[config.mk]
export PLATFORM = sky130hd
export DESIGN_NAME = mc_ctrl
export DESIGN_NICKNAME = d
export VERILOG_FILES = /design/src/rtl/mc_ctrl.sv
export SDC_FILE = /design/constraint.sdc
export NUM_CORES = 1
export LEC_CHECK = 0
export CAP_MARGIN = 20
export CORE_MARGIN = 4
export CORE_UTILIZATION = 42
export CTS_CLUSTER_DIAMETER = 60
export DETAILED_ROUTE_END_ITERATION = 8
export PLACE_DENSITY = 0.79
export SYNTH_ARGS = -nofsm -noshare
export SYNTH_HDL_FRONTEND = slang
export SYNTH_SLANG_ARGS = --single-unit
[constraint.sdc]
create_clock -name clk -period 1.8 [get_ports clk]
set_clock_uncertainty 0.05 [all_clocks]
set_input_delay 0.36 -clock clk [delete_from_list [all_inputs] [get_ports clk]]
set_output_delay 0.36 -clock clk [all_outputs]
set_load 0.01 [all_outputs]
[src/rtl/mc_ctrl.sv]
// Multi-cycle main controller for the MCCPU: sequences the shared datapath through
// per-instruction states and handshakes with the unified memory port.
module mc_ctrl #(
    parameter int unsigned ACK_TIMEOUT = 15
) (
    input  logic       clk,
    input  logic       rst,
    input  logic [5:0] Op,
    input  logic [5:0] Funct,
    input  logic       Zero,
    input  logic       mem_ack,
    output logic       mem_req,
    output logic       IorD,
    output logic       MemWrite,
    output logic       IRWrite,
    output logic       PCWrite,
    output logic [1:0] NPCOp,
    output logic       RegWrite,
    output logic [1:0] GPRSel,
    output logic [1:0] WDSel,
    output logic       ALUSrc,
    output logic       ARegSel,
    output logic       EXTOp,
    output logic [3:0] ALUOp,
    output logic       illegal,
    output logic       bus_err,
    output logic [3:0] state
);

    typedef enum logic [3:0] {
        S_FETCH  = 4'd0,
        S_DECODE = 4'd1,
        S_EXEC   = 4'd2,
        S_ALUWB  = 4'd3,
        S_MEMADR = 4'd4,
        S_MEMRD  = 4'd5,
        S_MEMWB  = 4'd6,
        S_MEMWR  = 4'd7,
        S_BRANCH = 4'd8,
        S_JUMP   = 4'd9
    } state_t;

    localparam logic [5:0] OP_RTYPE = 6'b000000;
    localparam logic [5:0] OP_J     = 6'b000010;
    localparam logic [5:0] OP_JAL   = 6'b000011;
    localparam logic [5:0] OP_BEQ   = 6'b000100;
    localparam logic [5:0] OP_BNE   = 6'b000101;
    localparam logic [5:0] OP_ADDI  = 6'b001000;
    localparam logic [5:0] OP_SLTI  = 6'b001010;
    localparam logic [5:0] OP_ANDI  = 6'b001100;
    localparam logic [5:0] OP_ORI   = 6'b001101;
    localparam logic [5:0] OP_LUI   = 6'b001111;
    localparam logic [5:0] OP_LW    = 6'b100011;
    localparam logic [5:0] OP_SW    = 6'b101011;

    localparam logic [5:0] F_SLL  = 6'b000000;
    localparam logic [5:0] F_SRL  = 6'b000010;
    localparam logic [5:0] F_SRA  = 6'b000011;
    localparam logic [5:0] F_SLLV = 6'b000100;
    localparam logic [5:0] F_SRLV = 6'b000110;
    localparam logic [5:0] F_JR   = 6'b001000;
    localparam logic [5:0] F_JALR = 6'b001001;
    localparam logic [5:0] F_ADD  = 6'b100000;
    localparam logic [5:0] F_ADDU = 6'b100001;
    localparam logic [5:0] F_SUB  = 6'b100010;
    localparam logic [5:0] F_SUBU = 6'b100011;
    localparam logic [5:0] F_AND  = 6'b100100;
    localparam logic [5:0] F_OR   = 6'b100101;
    localparam logic [5:0] F_NOR  = 6'b100111;
    localparam logic [5:0] F_SLT  = 6'b101010;
    localparam logic [5:0] F_SLTU = 6'b101011;

    localparam logic [3:0] ALU_ADD  = 4'd1;
    localparam logic [3:0] ALU_SUB  = 4'd2;
    localparam logic [3:0] ALU_AND  = 4'd3;
    localparam logic [3:0] ALU_OR   = 4'd4;
    localparam logic [3:0] ALU_SLT  = 4'd5;
    localparam logic [3:0] ALU_SLTU = 4'd6;
    localparam logic [3:0] ALU_NOR  = 4'd7;
    localparam logic [3:0] ALU_SLL  = 4'd8;
    localparam logic [3:0] ALU_SRL  = 4'd9;
    localparam logic [3:0] ALU_SRA  = 4'd10;
    localparam logic [3:0] ALU_SLLV = 4'd11;
    localparam logic [3:0] ALU_SRLV = 4'd12;
    localparam logic [3:0] ALU_LUI  = 4'd13;

    localparam logic [7:0] TIMEOUT = ACK_TIMEOUT[7:0];

    state_t     r_state;
    state_t     w_next;
    logic [7:0] r_wait_cnt;
    logic       w_in_mem;
    logic       w_timeout;

    // Instruction class and EXEC-phase ALU controls, decoded from the held IR.
    logic       w_cls_alu, w_cls_mem, w_cls_br, w_cls_jmp;
    logic       w_jmp_reg, w_link;
    logic [3:0] w_dec_alu_op;
    logic       w_dec_alu_src, w_dec_areg_sel, w_dec_ext_op;

    logic       w_mem_req, w_iord, w_mem_write, w_ir_write, w_pc_write;
    logic [1:0] w_npc_op, w_gpr_sel, w_wd_sel;
    logic       w_reg_write, w_alu_src, w_areg_sel, w_ext_op;
    logic [3:0] w_alu_op;
    logic       w_illegal, w_bus_err;

    assign w_in_mem  = (r_state == S_FETCH) || (r_state == S_MEMRD) || (r_state == S_MEMWR);
    assign w_timeout = (r_wait_cnt == TIMEOUT) && !mem_ack;

    always_ff @(posedge clk) begin
        // NOTE: state registers use non-blocking assignment so every flop samples pre-edge values.
        if (rst) begin
            r_state    <= S_FETCH;
            r_wait_cnt <= 8'd0;
        end else begin
            r_state <= w_next;
            if (w_in_mem && !mem_ack && !w_timeout) begin
                r_wait_cnt <= r_wait_cnt + 8'd1;
            end else begin
                r_wait_cnt <= 8'd0;
            end
        end
    end

    always_comb begin
        // NOTE: every output gets a default before the case so no path can infer a latch.
        w_cls_alu      = 1'b0;
        w_cls_mem      = 1'b0;
        w_cls_br       = 1'b0;
        w_cls_jmp      = 1'b0;
        w_jmp_reg      = 1'b0;
        w_link         = 1'b0;
        w_dec_alu_op   = 4'd0;
        w_dec_alu_src  = 1'b0;
        w_dec_areg_sel = 1'b0;
        w_dec_ext_op   = 1'b0;
        case (Op)
            OP_RTYPE: begin
                case (Funct)
                    F_ADD, F_ADDU: begin w_cls_alu = 1'b1; w_dec_alu_op = ALU_ADD;  end
                    F_SUB, F_SUBU: begin w_cls_alu = 1'b1; w_dec_alu_op = ALU_SUB;  end
                    F_AND:         begin w_cls_alu = 1'b1; w_dec_alu_op = ALU_AND;  end
                    F_OR:          begin w_cls_alu = 1'b1; w_dec_alu_op = ALU_OR;   end
                    F_NOR:         begin w_cls_alu = 1'b1; w_dec_alu_op = ALU_NOR;  end
                    F_SLT:         begin w_cls_alu = 1'b1; w_dec_alu_op = ALU_SLT;  end
                    F_SLTU:        begin w_cls_alu = 1'b1; w_dec_alu_op = ALU_SLTU; end
                    F_SLLV:        begin w_cls_alu = 1'b1; w_dec_alu_op = ALU_SLLV; end
                    F_SRLV:        begin w_cls_alu = 1'b1; w_dec_alu_op = ALU_SRLV; end
                    F_SLL: begin w_cls_alu = 1'b1; w_dec_alu_op = ALU_SLL; w_dec_areg_sel = 1'b1; end
                    F_SRL: begin w_cls_alu = 1'b1; w_dec_alu_op = ALU_SRL; w_dec_areg_sel = 1'b1; end
                    F_SRA: begin w_cls_alu = 1'b1; w_dec_alu_op = ALU_SRA; w_dec_areg_sel = 1'b1; end
                    F_JR:   begin w_cls_jmp = 1'b1; w_jmp_reg = 1'b1; end
                    F_JALR: begin w_cls_jmp = 1'b1; w_jmp_reg = 1'b1; w_link = 1'b1; end
                    default: ;
                endcase
            end
            OP_ADDI: begin w_cls_alu = 1'b1; w_dec_alu_op = ALU_ADD; w_dec_alu_src = 1'b1; w_dec_ext_op = 1'b1; end
            OP_SLTI: begin w_cls_alu = 1'b1; w_dec_alu_op = ALU_SLT; w_dec_alu_src = 1'b1; w_dec_ext_op = 1'b1; end
            OP_ANDI: begin w_cls_alu = 1'b1; w_dec_alu_op = ALU_AND; w_dec_alu_src = 1'b1; end
            OP_ORI:  begin w_cls_alu = 1'b1; w_dec_alu_op = ALU_OR;  w_dec_alu_src = 1'b1; end
            OP_LUI:  begin w_cls_alu = 1'b1; w_dec_alu_op = ALU_LUI; w_dec_alu_src = 1'b1; end
            OP_LW, OP_SW:   w_cls_mem = 1'b1;
            OP_BEQ, OP_BNE: w_cls_br  = 1'b1;
            OP_J:    w_cls_jmp = 1'b1;
            OP_JAL:  begin w_cls_jmp = 1'b1; w_link = 1'b1; end
            default: ;
        endcase
    end

    always_comb begin
        w_next      = r_state;
        w_mem_req   = 1'b0;
        w_iord      = 1'b0;
        w_mem_write = 1'b0;
        w_ir_write  = 1'b0;
        w_pc_write  = 1'b0;
        w_npc_op    = 2'b00;
        w_reg_write = 1'b0;
        w_gpr_sel   = 2'b00;
        w_wd_sel    = 2'b00;
        w_alu_src   = 1'b0;
        w_areg_sel  = 1'b0;
        w_ext_op    = 1'b0;
        w_alu_op    = 4'd0;
        w_illegal   = 1'b0;
        w_bus_err   = 1'b0;
        case (r_state)
            S_FETCH: begin
                w_mem_req = !w_timeout;
                if (mem_ack) begin
                    w_ir_write = 1'b1;
                    w_pc_write = 1'b1;
                    w_next     = S_DECODE;
                end else if (w_timeout) begin
                    w_bus_err = 1'b1;
                end
            end
            S_DECODE: begin
                if (w_cls_alu)      w_next = S_EXEC;
                else if (w_cls_mem) w_next = S_MEMADR;
                else if (w_cls_br)  w_next = S_BRANCH;
                else if (w_cls_jmp) w_next = S_JUMP;
                else begin
                    w_illegal = 1'b1;
                    w_next    = S_FETCH;
                end
            end
            S_EXEC, S_ALUWB: begin
                w_alu_op   = w_dec_alu_op;
                w_alu_src  = w_dec_alu_src;
                w_areg_sel = w_dec_areg_sel;
                w_ext_op   = w_dec_ext_op;
                if (r_state == S_EXEC) begin
                    w_next = S_ALUWB;
                end else begin
                    w_reg_write = 1'b1;
                    w_gpr_sel   = (Op == OP_RTYPE) ? 2'b00 : 2'b01;
                    w_next      = S_FETCH;
                end
            end
            S_MEMADR: begin
                w_alu_op  = ALU_ADD;
                w_alu_src = 1'b1;
                w_ext_op  = 1'b1;
                w_next    = (Op == OP_LW) ? S_MEMRD : S_MEMWR;
            end
            S_MEMRD, S_MEMWR: begin
                w_iord      = 1'b1;
                w_mem_req   = !w_timeout;
                w_mem_write = (r_state == S_MEMWR) && !w_timeout;
                if (mem_ack) begin
                    w_next = (r_state == S_MEMRD) ? S_MEMWB : S_FETCH;
                end else if (w_timeout) begin
                    w_bus_err = 1'b1;
                    w_next    = S_FETCH;
                end
            end
            S_MEMWB: begin
                w_reg_write = 1'b1;
                w_wd_sel    = 2'b01;
                w_gpr_sel   = 2'b01;
                w_next      = S_FETCH;
            end
            S_BRANCH: begin
                w_alu_op   = ALU_SUB;
                w_npc_op   = 2'b01;
                w_pc_write = ((Op == OP_BEQ) && Zero) || ((Op == OP_BNE) && !Zero);
                w_next     = S_FETCH;
            end
            S_JUMP: begin
                w_pc_write = 1'b1;
                w_npc_op   = w_jmp_reg ? 2'b11 : 2'b10;
                if (w_link) begin
                    w_reg_write = 1'b1;
                    w_wd_sel    = 2'b10;
                    w_gpr_sel   = 2'b10;
                end
                w_next = S_FETCH;
            end
            default: w_next = S_FETCH;
        endcase
    end

    // Reset forces every output low, so a write pending in the aborted state is never issued.
    assign mem_req  = !rst && w_mem_req;
    assign IorD     = !rst && w_iord;
    assign MemWrite = !rst && w_mem_write;
    assign IRWrite  = !rst && w_ir_write;
    assign PCWrite  = !rst && w_pc_write;
    assign NPCOp    = rst ? 2'b00 : w_npc_op;
    assign RegWrite = !rst && w_reg_write;
    assign GPRSel   = rst ? 2'b00 : w_gpr_sel;
    assign WDSel    = rst ? 2'b00 : w_wd_sel;
    assign ALUSrc   = !rst && w_alu_src;
    assign ARegSel  = !rst && w_areg_sel;
    assign EXTOp    = !rst && w_ext_op;
    assign ALUOp    = rst ? 4'd0 : w_alu_op;
    assign illegal  = !rst && w_illegal;
    assign bus_err  = !rst && w_bus_err;
    assign state    = rst ? 4'd0 : r_state;

endmodule

==> results of run 1 <==
==> sequential cells by signal, indices dropped and copies added, names as in the netlist <==
| name | cells |
|---|---|
| r_state | 4 |
| r_wait_cnt | 8 |
==> report_power, final <==
part / switching (mW) / internal, mW
logic: 0.500 / 0.465
registers: 0.0169 / 0.285
clock network: 0.107 / 0.0777
total: 0.624 / 0.827
==> worst reg2reg max path: stages, from the launching register on <==
cell	delay, ns
dfxtp_2	0.35
buf_8	0.13
buf_4	0.15
nor2_4	0.09
buf_4	0.11
nand3b_1	0.07
o21ai_0	0.62
a211oi_1	0.15
o22ai_1	0.15
==> layer usage <==
| layer | routed length (um) | GRT usage, % |
|---|---|---|
| met3 | 1120 | 4.39 |
| met1 | 3030 | 33.7 |
| met2 | 4170 | 60.6 |
| met5 | 0 | 0 |
| met4 | 1150 | 16.7 |
==> cell usage in the layout, fill, tap and decap left out, drive strengths merged, types with 2 or more instances in the layout <==
cell	instances
nand3b	5
nor4	4
or3	2
o22ai	2
nand2	20
clkbuf	4
xnor2	5
nand2b	6
inv	4
a32o	2
dfxtp	12
a31o	2
xor2	4
nor4b	4
o41ai	2
dlymetal6s2s	2
and3	5
a21oi	11
o21ai	12
nand3	7
nor2b	8
nor2	30
buf	137
nor3	10
a211oi	2
a21o	2
==> worst min path at each step <==
stage	start	to	slack [ns]	cells after the start
final	r_wait_cnt[0]	r_wait_cnt[0]	0.50	2
after global routing	r_wait_cnt[0]	r_wait_cnt[0]	0.51	2
after CTS	r_wait_cnt[0]	r_wait_cnt[0]	0.45	2
after detailed placement	r_wait_cnt[7]	r_wait_cnt[7]	0.46	2
after global placement	r_wait_cnt[7]	r_wait_cnt[7]	0.45	2
after floorplan	r_wait_cnt[0]	r_wait_cnt[0]	0.37	1
==> cells by family after synthesis <==
kind of cell             after synthesis
adder cells (fa/ha/maj)                1
AO/OA/AOI/OAI                         44
XOR/XNOR                               9
buffers and inverters                 20
multiplexers                           1
AND/OR/NAND/NOR                      108
flip-flops                            12
==> timing repair <==
action | CTS | global route
setup endpoints to repair | 29 | 36
cloned | 0 | 0
buffers inserted | 28 | 22
resized for setup | 214 | 82
pin swaps | 25 | 37
==> metrics by stage <==
stage / setup TNS (ns) / std cells
6_report: -6.19 / 369
5_1_grt: -6.99 / 369
4_1_cts: -3.17 / 349
3_5_place_dp: -21.24 / 319
3_3_place_gp: -20.11 / 319
2_1_floorplan: -0.540 / 195
==> final cells by class <==
type	instances	area share, %
clock buffer	3	0.763
inverter	4	0.593
multi-input combinational	163	47.3
sequential	12	8.48
tap	44	1.87
timing repair buffer	143	41.0
==> impl_metrics.csv, run 1 <==
group,metric,value,unit
logic_synthesis,mappedNetlistArea,1310,um2
floorplan,placeableCoreArea,3030,um2
floorplan,rows,20,
sta,slew_violations,0,
cells_and_area,nets,344,
floorplan,design.portCount,41,
logic_synthesis,dominant_combinational_cell_family_by_area_after_synthesis,"simple AND/OR/NAND/NOR gates",
global_route,grt_max_degree,17,
sta,worst_slew_margin_rel,47.8,%
logic_synthesis,yosys.cell_types.count,49,
logic_synthesis,synth_fa_ha_area_share,0.952,%
floorplan,die_h,63.9,um
sta,final.setup.worst_slack,-0.548,ns
clocking,cts-root-buf,"clkbuf_4",
critical_path,path_buf_inv,3,
drt,detailroute.via_count,2535,
logic_synthesis,async_s_r_ff_share_synth,0,%
clocking,h-tree-depth,1,
critical_path,critical_path_cell_count,7,
cells_and_area,sequential_cell_area,250,um2
critical_path,critical_path_peak_fanout,4,
placed_design,placed_cell_area,2150,um2
critical_path,worstPathRequired,1.39,ns
global_route,wire_length_of_the_first_global_routing_pass,10.4,mm
global_route,grt_pass1_vias,2202,
clocking,insertion_delay,0.28,ns
critical_path,worst_flop_to_flop_path_startpoint,"r_state[2]",
logic_synthesis,synth_enable_flop_cells,0,
logic_synthesis,cell_count_after_synthesis,195,
clocking,number_of_hold_repair_buffers_added_at_the_cts_stage,0,
placed_design,place_ws,-1.13,ns
drt,detail_route.vias_per_cell,6.87,
clocking,cts_inserted_buffers,3,
pwr,power.density_cell_area,492,nW/um2
sta,layout_min_cycle_time,2.35,ns
outcome,run_status,"finished with violations",
critical_path,reg2reg_depth,8,
critical_path,cpMostUsedCell,"buf_2",
critical_path,cp_data_arrival_time,1.94,ns
drt,route.detailed.drc,0,
pwr,worst_ir_drop_vdd,0.399,mV
pwr,power.leakage,1.32,nW
critical_path,rr_endpoint,"r_state[1]",
pwr,total_power,1.45,mW
logic_synthesis,ys_dominant_reg_cell,"dfxtp_1",
logic_synthesis,muxShareOfSynthArea,0.857,%
critical_path,setup.worst_path.start,"Op[5]",
critical_path,critPathCaptureType,"output port",
global_route,grt_antenna_before_repair,0,
cells_and_area,final_core_utilization,97.5,%
critical_path,worstPathCellList,"buf_2, nor2_2, nand2_1, a2111o_1, buf_6, o21ai_2, buf_2",
logic_synthesis,avgSynthCellArea,6.74,um2
critical_path,critPathTopFamily,"compound AO/OA/AOI/OAI gates",
logic_synthesis,seq_area_frac_synth,18.3,%
logic_synthesis,synth_simple_gate_area_share,44.5,%
sta,hold_viol_final,0,
drt,first_iter_violations,346,
floorplan,die_width,63.9,um
critical_path,register_to_register_setup_slack,-0.15,ns
cells_and_area,area_taken_by_multi_input_logic_gates,1400,um2
placed_design,place.port_buffers,40,
logic_synthesis,synth-compound-area-share,22.5,%
cells_and_area,diodes,0,
global_route,groute.usage.overall,32.0,%
cells_and_area,share_of_post_route_cells_with_drive_strength_above_1,68.3,%
logic_synthesis,area_share_of_the_largest_cell_type_after_synthesis,18.3,%
sta,worst_hold_margin,0.500,ns
critical_path,cp_slowest_cell,"a2111o_1",
sta,fmax,0.426,GHz
sta,setup_viol_count_final,29,
critical_path,crit_end,"ALUOp[0]",
logic_synthesis,synth_most_common_cell,"nor2_1",
cells_and_area,area_delta_synth_final,125,%
floorplan,start_util,43.4,%
clocking,number_of_sinks_handled_by_clock_tree_synthesis,12,
outcome,violated_checks,"setup timing",
logic_synthesis,syn-num-nets,212,
hold_path,worst_hold_path_class,"register to register",
placed_design,dpl.hpwl,3.35,mm
critical_path,critical_path.max_stage_delay,0.46,ns
sta,period_share,130,%
logic_synthesis,post_synth_xor_area_fraction,6.00,%
logic_synthesis,synth_seq_cells,12,
clocking,cts_clk_pin_slew_worst_paths,0.08,ns
logic_synthesis,synth.top_cells.by_count,"30 x nor2_1, 20 x nand2_1, 12 x dfxtp_1",
clocking,cts-root-to-sink-buffers,2,
cells_and_area,fill_cells,48,
critical_path,critical_path.startpoint_type,"input pin",
drt,drt.antenna.violating_nets,0,
placed_design,routabilityCongestion,0.894,
drt,drt_pre_antenna_iters,7,
floorplan,die-area,4090,um2
global_route,grt_remaining_overflow,0,
drt,routed_wl,9.47,mm
drt,post_drt_wl_per_cell,25.7,um
sta,worst-slew-pin-transition,0.775,ns
logic_synthesis,synthDominantAreaCellType,"dfxtp_1",
cells_and_area,final_design_area_no_fill,2950,um2
logic_synthesis,synthTopCellsByArea,"dfxtp_1 18%, nor2_1 8.6%, nand2_1 5.7%",
logic_synthesis,yosys_warnings,0,
critical_path,critical_path_class,"input pin to output port",
job,drv_cap,0,
sta,rsz0062_at_grt,"true",
clocking,tritoncts,"done",
Power figures use the tool's default switching activity.
==> run 2: changes to the inputs <==
--- a/config.mk
+++ b/config.mk
@@ -5,7 +5,7 @@
 export SDC_FILE = /design/constraint.sdc
 export NUM_CORES = 1
 export LEC_CHECK = 0
-export CAP_MARGIN = 20
+export CAP_MARGIN = 15
 export CORE_MARGIN = 4
 export CORE_UTILIZATION = 42
 export CTS_CLUSTER_DIAMETER = 60
==> results of run 2 <==
The final DEF is identical to that of run 1; final timing and power are the same.
==> run 3: changes to the inputs <==
--- a/config.mk
+++ b/config.mk
@@ -9,8 +9,10 @@
 export CORE_MARGIN = 4
 export CORE_UTILIZATION = 42
 export CTS_CLUSTER_DIAMETER = 60
+export CTS_CLUSTER_SIZE = 24
 export DETAILED_ROUTE_END_ITERATION = 8
 export PLACE_DENSITY = 0.79
+export REMOVE_ABC_BUFFERS = 1
 export SYNTH_ARGS = -nofsm -noshare
 export SYNTH_HDL_FRONTEND = slang
 export SYNTH_SLANG_ARGS = --single-unit
==> impl_metrics.csv, run 3 (synthesized netlist as in run 1, its figures left out) <==
group,metric,value,unit
hold_path,min-delay-start,"r_wait_cnt[0]",
floorplan,rows,20,
clocking,cts_inserted_buffers,3,
cells_and_area,diodes,0,
floorplan,design.portCount,41,
clocking,cts_clk_pin_slew_worst_paths,0.08,ns
sta,period_share,125,%
clocking,tritoncts,"done",
cells_and_area,area_delta_synth_final,113,%
sta,setup_viol_count_final,23,
critical_path,worst_flop_to_flop_path_startpoint,"r_state[2]",
sta,layout_min_cycle_time,2.26,ns
critical_path,worstPathRequired,1.39,ns
hold_path,worst_hold_path_class,"register to register",
cells_and_area,most_frequent_standard_cell_in_the_layout_excluding_fill_and_tap_cells,"buf_4",
clocking,h-tree-depth,1,
sta,worst-slew-pin-transition,0.371,ns
cells_and_area,final_design_area_no_fill,2800,um2
cells_and_area,final_core_utilization,92.4,%
cells_and_area,nets,334,
cells_and_area,largest_reg_flops,8,
cells_and_area,leading_cell_types_in_the_layout_fill_and_taps_excluded,"71 x buf_4, 26 x buf_2, 24 x buf_6",
global_route,grt_max_degree,17,
outcome,violated_checks,"setup timing",
critical_path,critical_path.max_stage_delay,0.45,ns
floorplan,placeableCoreArea,3030,um2
global_route,grt_remaining_overflow,0,
clocking,cts-root-to-sink-buffers,2,
floorplan,die-area,4090,um2
sta,hold_viol_final,0,
clocking,number_of_sinks_handled_by_clock_tree_synthesis,12,
clocking,insertion_delay,0.28,ns
pwr,total_power,1.44,mW
global_route,grt_pass1_vias,2094,
placed_design,dpl.hpwl,3.42,mm
placed_design,placed_cell_area,2160,um2
critical_path,critical_path_class,"register to output port",
sta,worst_slew_margin_rel,75.0,%
critical_path,cp_slowest_cell,"a2111o_1",
job,drv_cap,0,
sta,slew_violations,0,
drt,detailroute.via_count,2335,
floorplan,die_width,63.9,um
drt,post_drt_wl_per_cell,23.0,um
critical_path,crit_end,"ALUOp[3]",
drt,route.detailed.drc,0,
floorplan,die_h,63.9,um
pwr,worst_ir_drop_vdd,0.649,mV
critical_path,register_to_register_setup_slack,-0.04,ns
sta,rsz0062_at_grt,"true",
clocking,cts-root-buf,"clkbuf_4",
placed_design,place_ws,-1.24,ns
placed_design,place.port_buffers,40,
critical_path,worstPathCellList,"buf_8, nand3b_1, a2111o_1, nor2_1, buf_2",
drt,routed_wl,8.29,mm
cells_and_area,share_of_post_route_cells_with_drive_strength_above_1,63.3,%
global_route,wire_length_of_the_first_global_routing_pass,10.4,mm
outcome,run_status,"finished with violations",
drt,detail_route.vias_per_cell,6.49,
cells_and_area,layout_top_registers,"r_wait_cnt x8, r_state x4",
placed_design,routabilityCongestion,0.924,
critical_path,critical_path.startpoint_type,"register",
drt,drt.antenna.violating_nets,0,
critical_path,setup.worst_path.start,"r_state[2]",
drt,first_iter_violations,341,
pwr,power.leakage,1.25,nW
pwr,power.density_cell_area,515,nW/um2
cells_and_area,largest_register,"r_wait_cnt",
sta,fmax,0.443,GHz
critical_path,rr_endpoint,"r_state[2]",
global_route,grt_antenna_before_repair,0,
critical_path,critical_path_peak_fanout,9,
drt,drt_pre_antenna_iters,5,
sta,final.setup.worst_slack,-0.457,ns
floorplan,start_util,43.4,%
critical_path,cp_data_arrival_time,1.85,ns
critical_path,critPathCaptureType,"output port",
critical_path,reg2reg_depth,7,
global_route,groute.usage.overall,31.9,%
-- run 3: area by class of cell --
class | instances | area (um2)
clock buffer | 4 | 36.3
fill | 117 | 231
sequential | 12 | 249
tap | 44 | 55.1
multi-input combinational | 163 | 1350
inverter | 4 | 20.0
timing repair buffer | 133 | 1090
-- run 3: metal layers --
layer  part of all wire (%)  track usage [%]  vias to the layer above  routed length (um)
li1                       -                -                      954                   -
met1                     35             35.7                     1078                2900
met2                     48             57.3                      218                3950
met3                    9.1             3.51                       85                 753
met4                    8.3             18.9                        0                 686
met5                      0                0                        -                   0
-- run 3: worst min path at each step --
stage	endpoint	slack, ns	cells after the start
6_report	r_wait_cnt[0]	0.50	2
2_1_floorplan	r_wait_cnt[0]	0.37	1
5_1_grt	r_wait_cnt[0]	0.53	2
3_5_place_dp	r_wait_cnt[0]	0.47	2
4_1_cts	r_wait_cnt[0]	0.45	2
3_3_place_gp	r_wait_cnt[0]	0.45	2
-- run 3: report_power, final --
group | leakage (nW) | total, mW | switching [mW] | internal [mW]
Combinational | 1.13 | 0.923 | 0.463 | 0.460
Clock | 0.0210 | 0.216 | 0.0924 | 0.123
Sequential | 0.100 | 0.300 | 0.0160 | 0.284
-- run 3: critical path: cells and delay by family (launching register included) --
kind | cells | cell delay (ns)
buf+inv | 2 | 0.31
simple gates | 2 | 0.47
compound gates | 1 | 0.45
flops | 1 | 0.34
-- run 3: timing repair --
item	CTS	global route
resized for setup	231	46
hold buffers	0	0
pin swaps	32	19
endpoints found under the setup margin	29	32
buffers inserted	23	9
endpoints found under the hold margin	0	0
-- run 3: per-stage QoR --
step                hold WS (ns)  TNS, ns  cells
floorplan                  0.368   -0.412    179
global placement           0.453   -20.82    325
detailed placement         0.466   -21.34    325
CTS                        0.451    -3.32    352
global route               0.528    -5.82    360
finish                     0.502    -4.72    360
